`src/rtl/four_llader.sv`:
```
// 4-bit ripple-borrow subtractor, A - B - borrow-in, with registered outputs.
// Ports: clk, rst (sync, active-high), in_a*/in_b* operand bits, in_pa0
// borrow-in; out_s* registered difference bits, out_pa registered borrow-out.
module four_llader (
  input  logic clk,
  input  logic rst,
  input  logic in_a0,
  input  logic in_a1,
  input  logic in_a2,
  input  logic in_a3,
  input  logic in_b0,
  input  logic in_b1,
  input  logic in_b2,
  input  logic in_b3,
  input  logic in_pa0,
  output logic out_s0,
  output logic out_s1,
  output logic out_s2,
  output logic out_s3,
  output logic out_pa
);

  logic [3:0] a;
  logic [3:0] b;
  logic [3:0] d;
  logic [4:0] bw;

  logic [3:0] s_d;
  logic [3:0] s_q;
  logic       pa_d;
  logic       pa_q;

  assign a = {in_a3, in_a2, in_a1, in_a0};
  assign b = {in_b3, in_b2, in_b1, in_b0};

  // Chain of four full-subtractor cells; bw[i] is the borrow into cell i.
  always_comb begin
    d     = '0;
    bw    = '0;
    bw[0] = in_pa0;
    for (int i = 0; i < 4; i++) begin
      d[i]    = a[i] ^ b[i] ^ bw[i];
      bw[i+1] = (~a[i] & b[i]) | (~(a[i] ^ b[i]) & bw[i]);
    end
  end

  always_comb begin
    s_d  = d;
    pa_d = bw[4];
  end

  always_ff @(posedge clk) begin
    if (rst) begin
      s_q  <= '0;
      pa_q <= 1'b0;
    end else begin
      s_q  <= s_d;
      pa_q <= pa_d;
    end
  end

  assign out_s0 = s_q[0];
  assign out_s1 = s_q[1];
  assign out_s2 = s_q[2];
  assign out_s3 = s_q[3];
  assign out_pa = pa_q;

endmodule

```
`config.mk`:
```
export PLATFORM = sky130hd
export DESIGN_NAME = four_llader
export DESIGN_NICKNAME = d
export VERILOG_FILES = /design/src/rtl/four_llader.sv
export SDC_FILE = /design/constraint.sdc
export NUM_CORES = 1
export LEC_CHECK = 0
export ABC_AREA = 1
export ABC_CLOCK_PERIOD_IN_PS = 3000
export CORE_AREA = 5 5 42 44
export DETAILED_ROUTE_END_ITERATION = 16
export DIE_AREA = 0 0 47 49
export PLACE_DENSITY_LB_ADDON = 0.08
export SLEW_MARGIN = 5
export SYNTH_ARGS = -nofsm -noshare
export SYNTH_HDL_FRONTEND = slang
export SYNTH_SLANG_ARGS = --single-unit
```
`constraint.sdc`:
```
create_clock -name clk -period 3 [get_ports clk]
set_input_delay 0.75 -clock clk [delete_from_list [all_inputs] [get_ports clk]]
set_output_delay 0.75 -clock clk [all_outputs]
set_load 0.05 [all_outputs]
```
=== Yosys cells after proc, flatten, opt, wreduce, memory -nomap -nowiden ===
Index checks and enable logic that the tools add are counted.

* Flip-flop bits (word level): 5
* Bits in latches: 0
* RAM bits: 0
* ROM bits: 0
* Output and inout bits: 5
* Word-level logic and storage cells: 30
* Memories kept: 0

* Add/subtract/negate cells: 0
* Multiply operators: 0
* Div/mod/pow operators: 0
* Order comparisons: 0
* Equality and inequality tests: 0
* Shift-type cells: 0
* Multiplexer cells: 0
* Bitwise logic cells: 28
* Reductions and logical operators: 0

{| class="wikitable"
|+ Operators with widths
! operator !! number
|-
| $and 1x1->1 || 8
|-
| $not 1->1 || 8
|-
| $xor 1x1->1 || 8
|-
| $or 1x1->1 || 4
|}

=== Longest topological paths before layout ===
* Depth after elaboration: 10
* Gate-level depth with buffers: 9
* Depth with buffers taken out: 9

=== Worst setup path before layout ===
Ideal clock, no wire load.

* Path type: in2reg
* Start point: input port in_b0
* End point: register s_q[3]
* Setup time: 0.109 ns
* Arrival: 2.267 ns
* Data required time: 2.891 ns
* Setup slack: 0.624 ns
* Cell stages on the path: 9
* Path buffers: 0
* Path through: inv_1 fa_1 inv_1 fa_1 fa_1 inv_1 fa_1 inv_1 nor2_1

* Word-level cells in the longest chain between the ends: 9
* Elaborated cells on any way between the ends: 10

{| class="wikitable"
|+ RTL lines
! element !! RTL line !! text
|-
| from (decl) || 11 || <nowiki>input logic in_b0,</nowiki>
|-
| $xor 1x1->1 || 43 || <nowiki>bw[i+1] = (~a[i] & b[i]) | (~(a[i] ^ b[i]) & bw[i]);</nowiki>
|-
| $not 1->1 || 43 ||
|-
| $and 1x1->1 || 43 ||
|-
| $or 1x1->1 * || 43 ||
|-
| $and 1x1->1 * || 43 ||
|-
| $or 1x1->1 * || 43 ||
|-
| $and 1x1->1 * || 43 ||
|-
| $or 1x1->1 * || 43 ||
|-
| $xor 1x1->1 * || 42 || <nowiki>d[i] = a[i] ^ b[i] ^ bw[i];</nowiki>
|-
| net d[3] || 25 || <nowiki>logic [3:0] d;</nowiki>
|-
| to (signal assigned) || 54 || <nowiki>s_q <= '0;</nowiki>
|-
| to (signal assigned) || 57 || <nowiki>s_q <= s_d;</nowiki>
|-
| to (decl) || 29 || <nowiki>logic [3:0] s_q;</nowiki>
|}

Mark *: on every way through the listed nets, which the timed path passes. The rest lies on a longest branch.
A chain may end at the register's enable or synchronous reset.

=== Worst setup path in the final report ===
* Start point: input port in_a0
* End point: register s_q[3]

* Word-level cells in the longest chain between the ends: 9
* Elaborated cells on any way between the ends: 11

{| class="wikitable"
|+ RTL lines
! element !! RTL line !! text
|-
| from (decl) || 7 || <nowiki>input logic in_a0,</nowiki>
|-
| $xor 1x1->1 || 43 ||
|-
| $not 1->1 || 43 ||
|-
| $and 1x1->1 || 43 ||
|-
| $or 1x1->1 * || 43 ||
|-
| $and 1x1->1 * || 43 ||
|-
| $or 1x1->1 * || 43 ||
|-
| $and 1x1->1 * || 43 ||
|-
| $or 1x1->1 * || 43 ||
|-
| $xor 1x1->1 * || 42 ||
|-
| net d[3] || 25 ||
|}

Marks and branches as above.

==> run_summary.xml <==
<?xml version="1.0" encoding="UTF-8"?>
<metrics>
  <group name="outcome">
    <metric name="run_status" unit="">complete, no violations</metric>
  </group>
  <group name="placement">
    <metric name="place.detailed.instances" unit="">54</metric>
    <metric name="dp.final_hpwl" unit="um">377.5</metric>
    <metric name="finalWeightedCongestion" unit="">0.5388</metric>
    <metric name="io_buffers" unit="">15</metric>
  </group>
  <group name="detailed_routing">
    <metric name="drc" unit="">0</metric>
    <metric name="dr.pass1.iters" unit="">2</metric>
    <metric name="number_of_drc_markers_after_the_initial_detailed_route_iteration" unit="">1</metric>
    <metric name="wire_length_after_detailed_routing" unit="um">404</metric>
    <metric name="post_drt_via_cell_ratio" unit="">3.259</metric>
    <metric name="detailroute.via_count" unit="">189</metric>
    <metric name="post_drt_wl_per_cell" unit="um">6.966</metric>
    <metric name="ant_nets" unit="">0</metric>
  </group>
  <group name="critical_path">
    <metric name="worstSetupEndpointType" unit="">flop</metric>
    <metric name="timing.critical_path.arrival" unit="ns">2.76</metric>
    <metric name="worstSetupPathType" unit="">primary input to flop</metric>
    <metric name="worstPathRequired" unit="ns">3.12</metric>
    <metric name="cp-start-kind" unit="">primary input</metric>
    <metric name="critical_path.max_fanout" unit="">1</metric>
  </group>
  <group name="sta">
    <metric name="worst_max_slew_pin_slew" unit="ns">0.4962</metric>
    <metric name="setup-tns-final" unit="ns">0</metric>
    <metric name="setup_repair_after_global_routing_missed_its_margin" unit="">false</metric>
    <metric name="hold_violations" unit="">0</metric>
    <metric name="post_route_clock_period_utilization" unit="%">87.86</metric>
    <metric name="worst_hold_slack" unit="ns">1.129</metric>
    <metric name="min_period" unit="ns">2.636</metric>
    <metric name="max_freq" unit="MHz">379.4</metric>
    <metric name="maxSlewViolCount" unit="">0</metric>
    <metric name="setup_viol" unit="">0</metric>
    <metric name="slew-limit-headroom" unit="%">66.81</metric>
  </group>
  <group name="grt">
    <metric name="grt_first_pass_wirelength" unit="um">586</metric>
    <metric name="grt_busiest_layer" unit="">met4</metric>
    <metric name="met3_usage" unit="%">0.3690</metric>
    <metric name="pin_count_of_the_biggest_net_entering_global_routing" unit="">6</metric>
    <metric name="first_global_vias" unit="">172</metric>
    <metric name="antenna_found_initial" unit="">0</metric>
    <metric name="grt.met2_usage" unit="%">4.977</metric>
    <metric name="use_met1" unit="%">3.587</metric>
    <metric name="grt.overflow.total" unit="">0</metric>
    <metric name="grtUsageTotal" unit="%">4.252</metric>
  </group>
  <group name="pwr">
    <metric name="netSwitchingPower" unit="W">0.00006716</metric>
    <metric name="power_leakage" unit="nW">0.2010</metric>
    <metric name="max-vdd-ir-drop" unit="uV">112.1</metric>
    <metric name="power.share.sequential" unit="%">34.1</metric>
    <metric name="power.internal" unit="W">0.0001554</metric>
    <metric name="sw_frac_of_total" unit="%">30.18</metric>
    <metric name="pwr-share-comb" unit="%">32.5</metric>
    <metric name="power.density_cell_area" unit="nW/um^2">518.6</metric>
    <metric name="power" unit="W">0.0002226</metric>
    <metric name="clkPwrFrac" unit="%">33.4</metric>
  </group>
  <group name="finish">
    <metric name="layout_common_cells" unit="">15 x clkdlybuf4s50_1, 9 x inv_1, 5 x nor2_1, 5 x dfxtp_1, 4 x fa_1</metric>
    <metric name="drive_above_1_share" unit="%">7.143</metric>
    <metric name="stdcell_count" unit="">58</metric>
    <metric name="layout.cells.most_common" unit="">clkdlybuf4s50_1</metric>
    <metric name="syn2layout_area_growth" unit="%">84.41</metric>
    <metric name="layout.filler_cells" unit="">162</metric>
    <metric name="antenna_cells" unit="">0</metric>
    <metric name="fin_nets" unit="">58</metric>
  </group>
  <group name="clock_network">
    <metric name="count_of_h_tree_levels_built_during_cts" unit="">1</metric>
    <metric name="post_cts_resized" unit="">0</metric>
    <metric name="cts_setup_buffers" unit="">0</metric>
    <metric name="cts_tree" unit="">built</metric>
    <metric name="ctsRootBufferMaster" unit="">clkbuf_4</metric>
    <metric name="numCtsBuffers" unit="">3</metric>
    <metric name="cts_max_path_buffers" unit="">2</metric>
    <metric name="clock_sink_count" unit="">5</metric>
    <metric name="post_cts_hold_buffer_count" unit="">0</metric>
    <metric name="cts.clk_slew.worst_paths" unit="ns">0.04</metric>
  </group>
  <group name="floorplan">
    <metric name="die_y" unit="um">49</metric>
    <metric name="core.rowCount" unit="">14</metric>
    <metric name="die_area" unit="um^2">2303</metric>
    <metric name="die_x" unit="um">47</metric>
    <metric name="io_pins" unit="">16</metric>
    <metric name="start_util" unit="%">16.61</metric>
    <metric name="fp.coreArea" unit="um^2">1401</metric>
  </group>
  <group name="run">
    <metric name="timing.max_cap.violations" unit="">0</metric>
  </group>
  <group name="logic_synthesis">
    <metric name="synth-warning-count" unit="">0</metric>
    <metric name="synthDominantCellAreaShare" unit="%">43.01</metric>
    <metric name="nets_in_the_synthesized_netlist" unit="">38</metric>
    <metric name="synthesized_area_per_cell" unit="um^2">10.12</metric>
    <metric name="post_synth_main_area_contributors" unit="">dfxtp_1 43%, fa_1 34%, inv_1 15%</metric>
    <metric name="syn_area" unit="um^2">232.7</metric>
    <metric name="yosysTopAreaCell" unit="">dfxtp_1</metric>
    <metric name="synth_seq_area_share" unit="%">43.01</metric>
    <metric name="netlist_instances" unit="">23</metric>
    <metric name="number_of_library_cell_types_mapped_by_synthesis" unit="">4</metric>
    <metric name="number_of_synthesized_register_bits" unit="">5</metric>
  </group>
  <group name="worst_hold_path">
    <metric name="worst_hold_path_type" unit="">primary input to flop</metric>
  </group>
</metrics>
-- flip-flops by register name, summed over array words and instances (netlist names) --
| register | count |
|---|---|
| out_pa | 1 |
| s_q | 4 |
-- per-stage QoR --
step,utilization [%],area [um^2],worst slack (ns)
2_1_floorplan,-,232.7,0.6238
4_1_cts,30.63,429.2,0.3535
5_1_grt,30.63,429.2,0.2455
3_3_place_gp,28.75,402.9,0.1141
6_report,30.63,429.2,0.3641
3_5_place_dp,28.75,402.9,0.1028
-- per-layer routing --
metal | vias up | part of all wire [%] | wire, um
met4 | 0 | 4.7 | 19
met3 | 2 | 15 | 60
li1 | 97 | - | -
met1 | 79 | 30 | 123
met2 | 11 | 50 | 201
met5 | - | 0 | 0
-- Yosys cell counts --
| cell type | n |
|---|---|
| inv_1 | 9 |
| fa_1 | 4 |
| nor2_1 | 5 |
| dfxtp_1 | 5 |
-- cell families after synthesis --
logic type               after synthesis  synth area share, %
AND/OR/NAND/NOR                        5                8.065
flip-flops                             5                43.01
adder cells (fa/ha/maj)                4                34.41
buffers and inverters                  9                14.52
-- final cells by class --
class	instances	area (um^2)	area share, %
inverters	9	33.78	7.872
clock buffers	4	26.28	6.122
flip-flops and latches	5	100.1	23.32
repair buffers	15	150.1	34.99
multi-input cells	9	98.84	23.03
well taps	16	20.02	4.665
-- worst max-delay path, stage by stage --
cell,delay (ns)
clkdlybuf4s50_1,0.49
fa_1,0.17
inv_1,0.05
fa_1,0.38
fa_1,0.36
inv_1,0.07
fa_1,0.40
inv_1,0.06
nor2_1,0.03
-- final timing paths --
kind | from | endpoint | slack (ns) | depth (start not counted)
worst max-delay path | in_a0 | s_q[3]$_SDFF_PP0_ | 0.36 | 9
worst min-delay path | rst | s_q[2]$_SDFF_PP0_ | 1.13 | 2
-- power groups by stage --
stage                     Clock (W)  Combinational, W  Sequential (W)
after floorplan                   0         0.0000144        0.000104
after global placement            0         0.0000727       0.0000769
after detailed placement          0         0.0000734       0.0000771
after CTS                 0.0000786         0.0000736       0.0000759
after global routing      0.0000814         0.0000783       0.0000763
final                     0.0000743         0.0000723       0.0000759
No activity file was read; power rests on OpenSTA's default activity.
